===== src/rtl/video_pkg.sv =====
// Shared constants, types and helpers for the RGB565 -> YCbCr 4:2:2 video path.
// BT.601 coefficients, clamp limits and the default blanking word live here.
package video_pkg;

  localparam logic [15:0] BLANK_WORD_DEFAULT = 16'h1080;

  localparam logic signed [17:0] K_YR = 18'sd66;
  localparam logic signed [17:0] K_YG = 18'sd129;
  localparam logic signed [17:0] K_YB = 18'sd25;
  localparam logic signed [17:0] K_BR = -18'sd38;
  localparam logic signed [17:0] K_BG = -18'sd74;
  localparam logic signed [17:0] K_BB = 18'sd112;
  localparam logic signed [17:0] K_RR = 18'sd112;
  localparam logic signed [17:0] K_RG = -18'sd94;
  localparam logic signed [17:0] K_RB = -18'sd18;
  localparam logic signed [17:0] K_ROUND = 18'sd128;

  localparam logic signed [10:0] Y_OFS = 11'sd16;
  localparam logic signed [10:0] C_OFS = 11'sd128;
  localparam logic [7:0] Y_MIN = 8'd16;
  localparam logic [7:0] Y_MAX = 8'd235;
  localparam logic [7:0] C_MIN = 8'd16;
  localparam logic [7:0] C_MAX = 8'd240;

  typedef struct packed {
    logic [4:0] r;
    logic [5:0] g;
    logic [4:0] b;
  } rgb565_t;

  function automatic logic [7:0] clamp_u8(input logic signed [10:0] v,
                                          input logic [7:0] lo,
                                          input logic [7:0] hi);
    logic signed [10:0] lo_s;
    logic signed [10:0] hi_s;
    lo_s = signed'({3'b000, lo});
    hi_s = signed'({3'b000, hi});
    if (v < lo_s)      clamp_u8 = lo;
    else if (v > hi_s) clamp_u8 = hi;
    else               clamp_u8 = 8'(v);
  endfunction

endpackage


===== src/rtl/rgb_to_ycbcr444.sv =====
// RGB565 -> clamped BT.601 YCbCr 4:4:4, three register stages (expand, multiply, offset/clamp).
// Free-running stream with no backpressure; de/hsync/vsync ride along with the pixel.
module rgb_to_ycbcr444 (
  input  logic        clk_25mhz,
  input  logic        rst_n,
  input  logic [15:0] rgb,
  input  logic        de,
  input  logic        hsync,
  input  logic        vsync,
  output logic [7:0]  y_o,
  output logic [7:0]  cb_o,
  output logic [7:0]  cr_o,
  output logic        de_o,
  output logic        hsync_o,
  output logic        vsync_o
);
  import video_pkg::*;

  logic [7:0]        r8_d, r8_q, g8_d, g8_q, b8_d, b8_q;
  logic signed [9:0] y2_d, y2_q, cb2_d, cb2_q, cr2_d, cr2_q;
  logic [7:0]        y3_d, y3_q, cb3_d, cb3_q, cr3_d, cr3_q;
  logic [2:0]        ctl1_d, ctl1_q, ctl2_d, ctl2_q, ctl3_d, ctl3_q;

  rgb565_t           px;
  logic signed [17:0] rs, gs, bs;
  logic signed [17:0] y_acc, cb_acc, cr_acc;

  always_comb begin
    px     = rgb565_t'(rgb);
    // Replicate MSBs so full-scale 5/6-bit codes map to 255.
    r8_d   = {px.r, px.r[4:2]};
    g8_d   = {px.g, px.g[5:4]};
    b8_d   = {px.b, px.b[4:2]};
    ctl1_d = {de, hsync, vsync};

    rs     = signed'({10'd0, r8_q});
    gs     = signed'({10'd0, g8_q});
    bs     = signed'({10'd0, b8_q});
    y_acc  = K_YR * rs + K_YG * gs + K_YB * bs + K_ROUND;
    cb_acc = K_BR * rs + K_BG * gs + K_BB * bs + K_ROUND;
    cr_acc = K_RR * rs + K_RG * gs + K_RB * bs + K_ROUND;
    y2_d   = 10'(y_acc >>> 8);
    cb2_d  = 10'(cb_acc >>> 8);
    cr2_d  = 10'(cr_acc >>> 8);
    ctl2_d = ctl1_q;

    y3_d   = clamp_u8(11'(y2_q) + Y_OFS, Y_MIN, Y_MAX);
    cb3_d  = clamp_u8(11'(cb2_q) + C_OFS, C_MIN, C_MAX);
    cr3_d  = clamp_u8(11'(cr2_q) + C_OFS, C_MIN, C_MAX);
    ctl3_d = ctl2_q;
  end

  always_ff @(posedge clk_25mhz or negedge rst_n) begin
    if (!rst_n) begin
      r8_q   <= '0;
      g8_q   <= '0;
      b8_q   <= '0;
      y2_q   <= '0;
      cb2_q  <= '0;
      cr2_q  <= '0;
      y3_q   <= '0;
      cb3_q  <= '0;
      cr3_q  <= '0;
      ctl1_q <= '0;
      ctl2_q <= '0;
      ctl3_q <= '0;
    end else begin
      r8_q   <= r8_d;
      g8_q   <= g8_d;
      b8_q   <= b8_d;
      y2_q   <= y2_d;
      cb2_q  <= cb2_d;
      cr2_q  <= cr2_d;
      y3_q   <= y3_d;
      cb3_q  <= cb3_d;
      cr3_q  <= cr3_d;
      ctl1_q <= ctl1_d;
      ctl2_q <= ctl2_d;
      ctl3_q <= ctl3_d;
    end
  end

  assign y_o     = y3_q;
  assign cb_o    = cb3_q;
  assign cr_o    = cr3_q;
  assign de_o    = ctl3_q[2];
  assign hsync_o = ctl3_q[1];
  assign vsync_o = ctl3_q[0];

endmodule


===== src/rtl/ycbcr422_formatter.sv =====
// RGB565 -> 16-bit YCbCr 4:2:2 HDMI word stream, fixed 4-cycle latency, never stalls.
// Define CHROMA_AVG_EN to average each chroma sample with the previous pixel's instead of decimating.
module ycbcr422_formatter #(
  parameter logic [15:0] BLANK_WORD = video_pkg::BLANK_WORD_DEFAULT
) (
  input  logic        clk_25mhz,
  input  logic        rst_n,
  input  logic [15:0] pix_rgb,
  input  logic        pix_de,
  input  logic        pix_hsync,
  input  logic        pix_vsync,
  output logic [15:0] hdmi_d,
  output logic        hdmi_de,
  output logic        hdmi_hsync,
  output logic        hdmi_vsync
);
  import video_pkg::*;

  logic [7:0] y3, cb3, cr3;
  logic       de3, hs3, vs3;

  rgb_to_ycbcr444 u_csc (
    .clk_25mhz (clk_25mhz),
    .rst_n     (rst_n),
    .rgb       (pix_rgb),
    .de        (pix_de),
    .hsync     (pix_hsync),
    .vsync     (pix_vsync),
    .y_o       (y3),
    .cb_o      (cb3),
    .cr_o      (cr3),
    .de_o      (de3),
    .hsync_o   (hs3),
    .vsync_o   (vs3)
  );

  logic [15:0] hdmi_d_d, hdmi_d_q;
  logic        hdmi_de_d, hdmi_de_q;
  logic        hdmi_hs_d, hdmi_hs_q;
  logic        hdmi_vs_d, hdmi_vs_q;
  logic        phase_d, phase_q;
  logic [7:0]  c_sel, c_out;
`ifdef CHROMA_AVG_EN
  logic        de_prev_d, de_prev_q;
  logic [7:0]  cb_prev_d, cb_prev_q, cr_prev_d, cr_prev_q;
  logic [7:0]  c_prev;
  logic [8:0]  c_sum;
`endif

  always_comb begin
    // phase_q is already 0 on the first DE cycle of a run, since any non-DE cycle clears it.
    c_sel     = phase_q ? cr3 : cb3;
`ifdef CHROMA_AVG_EN
    c_prev    = de_prev_q ? (phase_q ? cr_prev_q : cb_prev_q) : c_sel;
    c_sum     = ({1'b0, c_sel} + {1'b0, c_prev} + 9'd1) >> 1;
    c_out     = 8'(c_sum);
    de_prev_d = de3;
    cb_prev_d = cb3;
    cr_prev_d = cr3;
`else
    c_out     = c_sel;
`endif
    phase_d   = de3 ? ~phase_q : 1'b0;
    hdmi_d_d  = de3 ? {y3, c_out} : BLANK_WORD;
    hdmi_de_d = de3;
    hdmi_hs_d = hs3;
    hdmi_vs_d = vs3;
  end

  always_ff @(posedge clk_25mhz or negedge rst_n) begin
    if (!rst_n) begin
      hdmi_d_q  <= BLANK_WORD;
      hdmi_de_q <= 1'b0;
      hdmi_hs_q <= 1'b0;
      hdmi_vs_q <= 1'b0;
      phase_q   <= 1'b0;
`ifdef CHROMA_AVG_EN
      de_prev_q <= 1'b0;
      cb_prev_q <= '0;
      cr_prev_q <= '0;
`endif
    end else begin
      hdmi_d_q  <= hdmi_d_d;
      hdmi_de_q <= hdmi_de_d;
      hdmi_hs_q <= hdmi_hs_d;
      hdmi_vs_q <= hdmi_vs_d;
      phase_q   <= phase_d;
`ifdef CHROMA_AVG_EN
      de_prev_q <= de_prev_d;
      cb_prev_q <= cb_prev_d;
      cr_prev_q <= cr_prev_d;
`endif
    end
  end

  assign hdmi_d     = hdmi_d_q;
  assign hdmi_de    = hdmi_de_q;
  assign hdmi_hsync = hdmi_hs_q;
  assign hdmi_vsync = hdmi_vs_q;

endmodule


===== config.mk =====
export PLATFORM = sky130hd
export DESIGN_NAME = ycbcr422_formatter
export DESIGN_NICKNAME = d
export VERILOG_FILES = /design/src/rtl/video_pkg.sv /design/src/rtl/rgb_to_ycbcr444.sv /design/src/rtl/ycbcr422_formatter.sv
export SDC_FILE = /design/constraint.sdc
export NUM_CORES = 1
export LEC_CHECK = 0
export CAP_MARGIN = 30
export CORE_MARGIN = 2
export CORE_UTILIZATION = 34
export CTS_BUF_LIST = sky130_fd_sc_hd__clkbuf_2
export CTS_CLUSTER_DIAMETER = 40
export DETAILED_ROUTE_END_ITERATION = 7
export PLACE_DENSITY = 0.57
export SYNTH_ARGS = -nofsm -noshare
export SYNTH_HDL_FRONTEND = slang
export SYNTH_SLANG_ARGS = --single-unit

===== constraint.sdc =====
create_clock -name clk_25mhz -period 17.58 [get_ports clk_25mhz]
set_input_delay 3.516 -clock clk_25mhz [delete_from_list [all_inputs] [get_ports clk_25mhz]]
set_output_delay 3.516 -clock clk_25mhz [all_outputs]
set_load 0.02 [all_outputs]

==> results.json <==
{
  "status": "finished clean",
  "drive_gt1_share_pct": 2.42,
  "grt_pass1_vias": 7739,
  "drc": 0,
  "ys_types": 55,
  "min_period_ns": 6.70,
  "seq_area_frac_synth_pct": 21.8,
  "postRouteAntennaNets": 0,
  "syn2layout_area_growth_pct": 9.11,
  "start_util_pct": 34.2,
  "grt_pass1_wl_um": 39800,
  "gp_congestion": 0.869,
  "die_w_um": 187,
  "ys_top_cells_by_count": "ha_1, inv_1, dfrtp_1",
  "antenna_found_initial": 1,
  "grt.total_usage_pct": 14.5,
  "die-area_um2": 35000,
  "viasPerCell": 4.63,
  "synth_edf_count": 0,
  "tns_ns": 0,
  "rsz0062_at_grt": "false",
  "met1_usage_pct": 19.4,
  "start_kind": "flop",
  "yosysTopAreaCell": "ha_1",
  "netlist_instances": 1104,
  "yosys_warnings": 0,
  "cts_tree": "built",
  "clk_pin_slew_ns": 0.27,
  "holdBufCountCts": 0,
  "synth_top_cell_area_share_pct": 30.4,
  "hold_class": "flop to flop",
  "setup_viol": 0,
  "die_y_um": 187,
  "required_ns": 18.17,
  "drtPass1Iterations": 4,
  "crit_type": "flop to flop",
  "hpwl_um": 20600,
  "synthTopCellsByArea": "ha_1, dfrtp_1, fa_1",
  "end_kind": "flop",
  "io_pins": 40,
  "grt.overflow.total": 0,
  "critPathMaxFanout": 11,
  "cts.sinks": 99,
  "grt_max_degree": 53,
  "crit_chain": "inv_1 > ha_1 > ha_1 > xnor2_1 > fa_1 > inv_1 > fa_1 > inv_1 > ha_1 > a21boi_0 > o22ai_1 > o21ba_2 > xor2_1 > fa_1 > inv_1 > ha_1 > ha_1 > nand2_1 > o22ai_1 > o41a_1 > a21o_1 > a21oi_2 > xnor2_1",
  "grt_use_met2_pct": 24.2,
  "busiest_layer": "met2",
  "final_net_count": 1543,
  "hold_viol": 0,
  "cp_data_arrival_time_ns": 7.30,
  "relSlewSlack_pct": 42.1,
  "synth.most_common_cell": "ha_1",
  "worst_slew_pin_slew_ns": 0.869,
  "n_fill_cell": 3294,
  "clk_latency_ns": 0.64,
  "wl_per_cell_um": 14.9,
  "crit_top_cell": "ha_1",
  "drt_iter0_drc": 287,
  "fin_crit_sh_pct": 38.1,
  "fmax_mhz": 149,
  "vias": 7436,
  "synth-main-ff-cell": "dfrtp_1",
  "grt_use_met3_pct": 1.93,
  "num_rows": 67,
  "wl_um": 23900,
  "post_cts_buffers": 0,
  "h-tree-depth": 3,
  "avgSynthCellArea_um2": 10.3,
  "finalClockSkew_ns": 0.0379,
  "cts_buffers": 9,
  "crit_family": "adder cells",
  "root_buffer": "clkbuf_2",
  "synthArstFlopShare_pct": 100,
  "maxCapViolCount": 0,
  "crit_buf_inv": 4,
  "post_cts_resized": 0,
  "io_buffers": 39,
  "ys_seq_elements": 99,
  "core_um2": 33300,
  "max_stage_delay_ns": 0.77,
  "slowest_stage": "dfrtp_1",
  "syn_area_um2": 11400,
  "syn-num-nets": 1494,
  "report.final.slew_viol_count": 0,
  "clk_path_buf_depth": 2
}
[registers in the layout, summed over array words and instances, names as in the netlist]
register / cells
hdmi_d: 16
hdmi_de: 1
hdmi_hsync: 1
hdmi_vsync: 1
phase_q: 1
u_csc.b8_q: 5
u_csc.cb2_q: 10
u_csc.cb_o: 8
u_csc.cr2_q: 10
u_csc.cr_o: 8
u_csc.ctl1_q: 3
u_csc.ctl2_q: 3
u_csc.ctl3_q: 3
u_csc.g8_q: 6
u_csc.r8_q: 5
u_csc.y2_q: 10
u_csc.y_o: 8
[through the flow]
| step | worst slack [ns] | utilization [%] | instance area (um^2) | hold WS (ns) | instances |
|---|---|---|---|---|---|
| after floorplan | 11.65 | - | 11400 | 0.331 | 1104 |
| after global placement | 10.90 | 37.1 | 12300 | 0.331 | 1590 |
| after detailed placement | 10.76 | 37.1 | 12300 | 0.336 | 1590 |
| after CTS | 10.78 | 37.3 | 12400 | 0.379 | 1606 |
| after global routing | 10.39 | 37.3 | 12400 | 0.393 | 1607 |
| final | 10.88 | 37.3 | 12400 | 0.377 | 1607 |
[final timing paths]
check                                          start                   endpoint  slack [ns]  depth (start not counted)
min                        u_csc.ctl1_q[0]$_DFF_PN0_  u_csc.ctl2_q[0]$_DFF_PN0_        0.38                          0
max reg2reg                  u_csc.g8_q[1]$_DFF_PN0_   u_csc.cb2_q[8]$_DFF_PN0_       10.88                         23
max                          u_csc.g8_q[1]$_DFF_PN0_   u_csc.cb2_q[8]$_DFF_PN0_       10.88                         23
max in group asynchronous                      rst_n    u_csc.cr_o[3]$_DFF_PN0_       13.61                          2
min reg2reg                u_csc.ctl1_q[0]$_DFF_PN0_  u_csc.ctl2_q[0]$_DFF_PN0_        0.38                          0
min in group asynchronous                      rst_n    u_csc.r8_q[6]$_DFF_PN0_        2.86                          1
[final cells by class]
cell class | instances | area, um^2 | area share, %
Inverter | 206 | 773 | 6.22
Timing Repair Buffer | 41 | 403 | 3.24
Sequential cell | 99 | 2480 | 20.0
Clock inverter | 5 | 28.8 | 0.232
Tap cell | 448 | 561 | 4.51
Clock buffer | 11 | 55.1 | 0.443
Antenna cell | 1 | 2.50 | 0.0201
Multi-Input combinational cell | 796 | 8130 | 65.4
[metal layers]
layer	vias to the layer above	share of wire, %
met5	-	0
met4	0	2.3
met3	23	3.0
met2	74	47
met1	3558	48
li1	3781	-
[cells by family after synthesis]
logic type	synth area share (%)
AO/OA/AOI/OAI	9.93
XOR/XNOR	6.30
adder cells (fa/ha/maj)	46.6
buffers and inverters	6.90
flip-flops	21.8
multiplexers	1.24
AND/OR/NAND/NOR	7.26
[placed cells by master (no fill, tap or decap), drive strengths merged, types with 3 or more instances in the layout]
cell / synthesis / routed
ha: 277 / 277
nor2b: 14 / 14
o21ai: 24 / 24
inv: 206 / 207
nor4: 4 / 4
clkinv: 0 / 3
a211oi: 3 / 3
and3: 8 / 8
nand3: 9 / 9
clkbuf: 3 / 11
o31ai: 4 / 4
a21o: 12 / 12
dfrtp: 97 / 97
nor3: 13 / 13
nand2: 23 / 23
nor3b: 3 / 3
nand4: 8 / 8
o22ai: 5 / 5
and2: 18 / 18
a31oi: 5 / 5
fa: 92 / 92
o31a: 4 / 4
nor2: 42 / 42
a21oi: 57 / 57
nand2b: 9 / 9
mux2i: 13 / 13
clkdlybuf4s50: 0 / 38
buf: 0 / 3
xor2: 25 / 25
a21boi: 7 / 7
o21bai: 17 / 17
xnor2: 57 / 57
o21a: 18 / 18
Power is left out: the tool's default activity adds up to more than one toggle a clock period on the data nets, which glitch-free logic cannot reach.
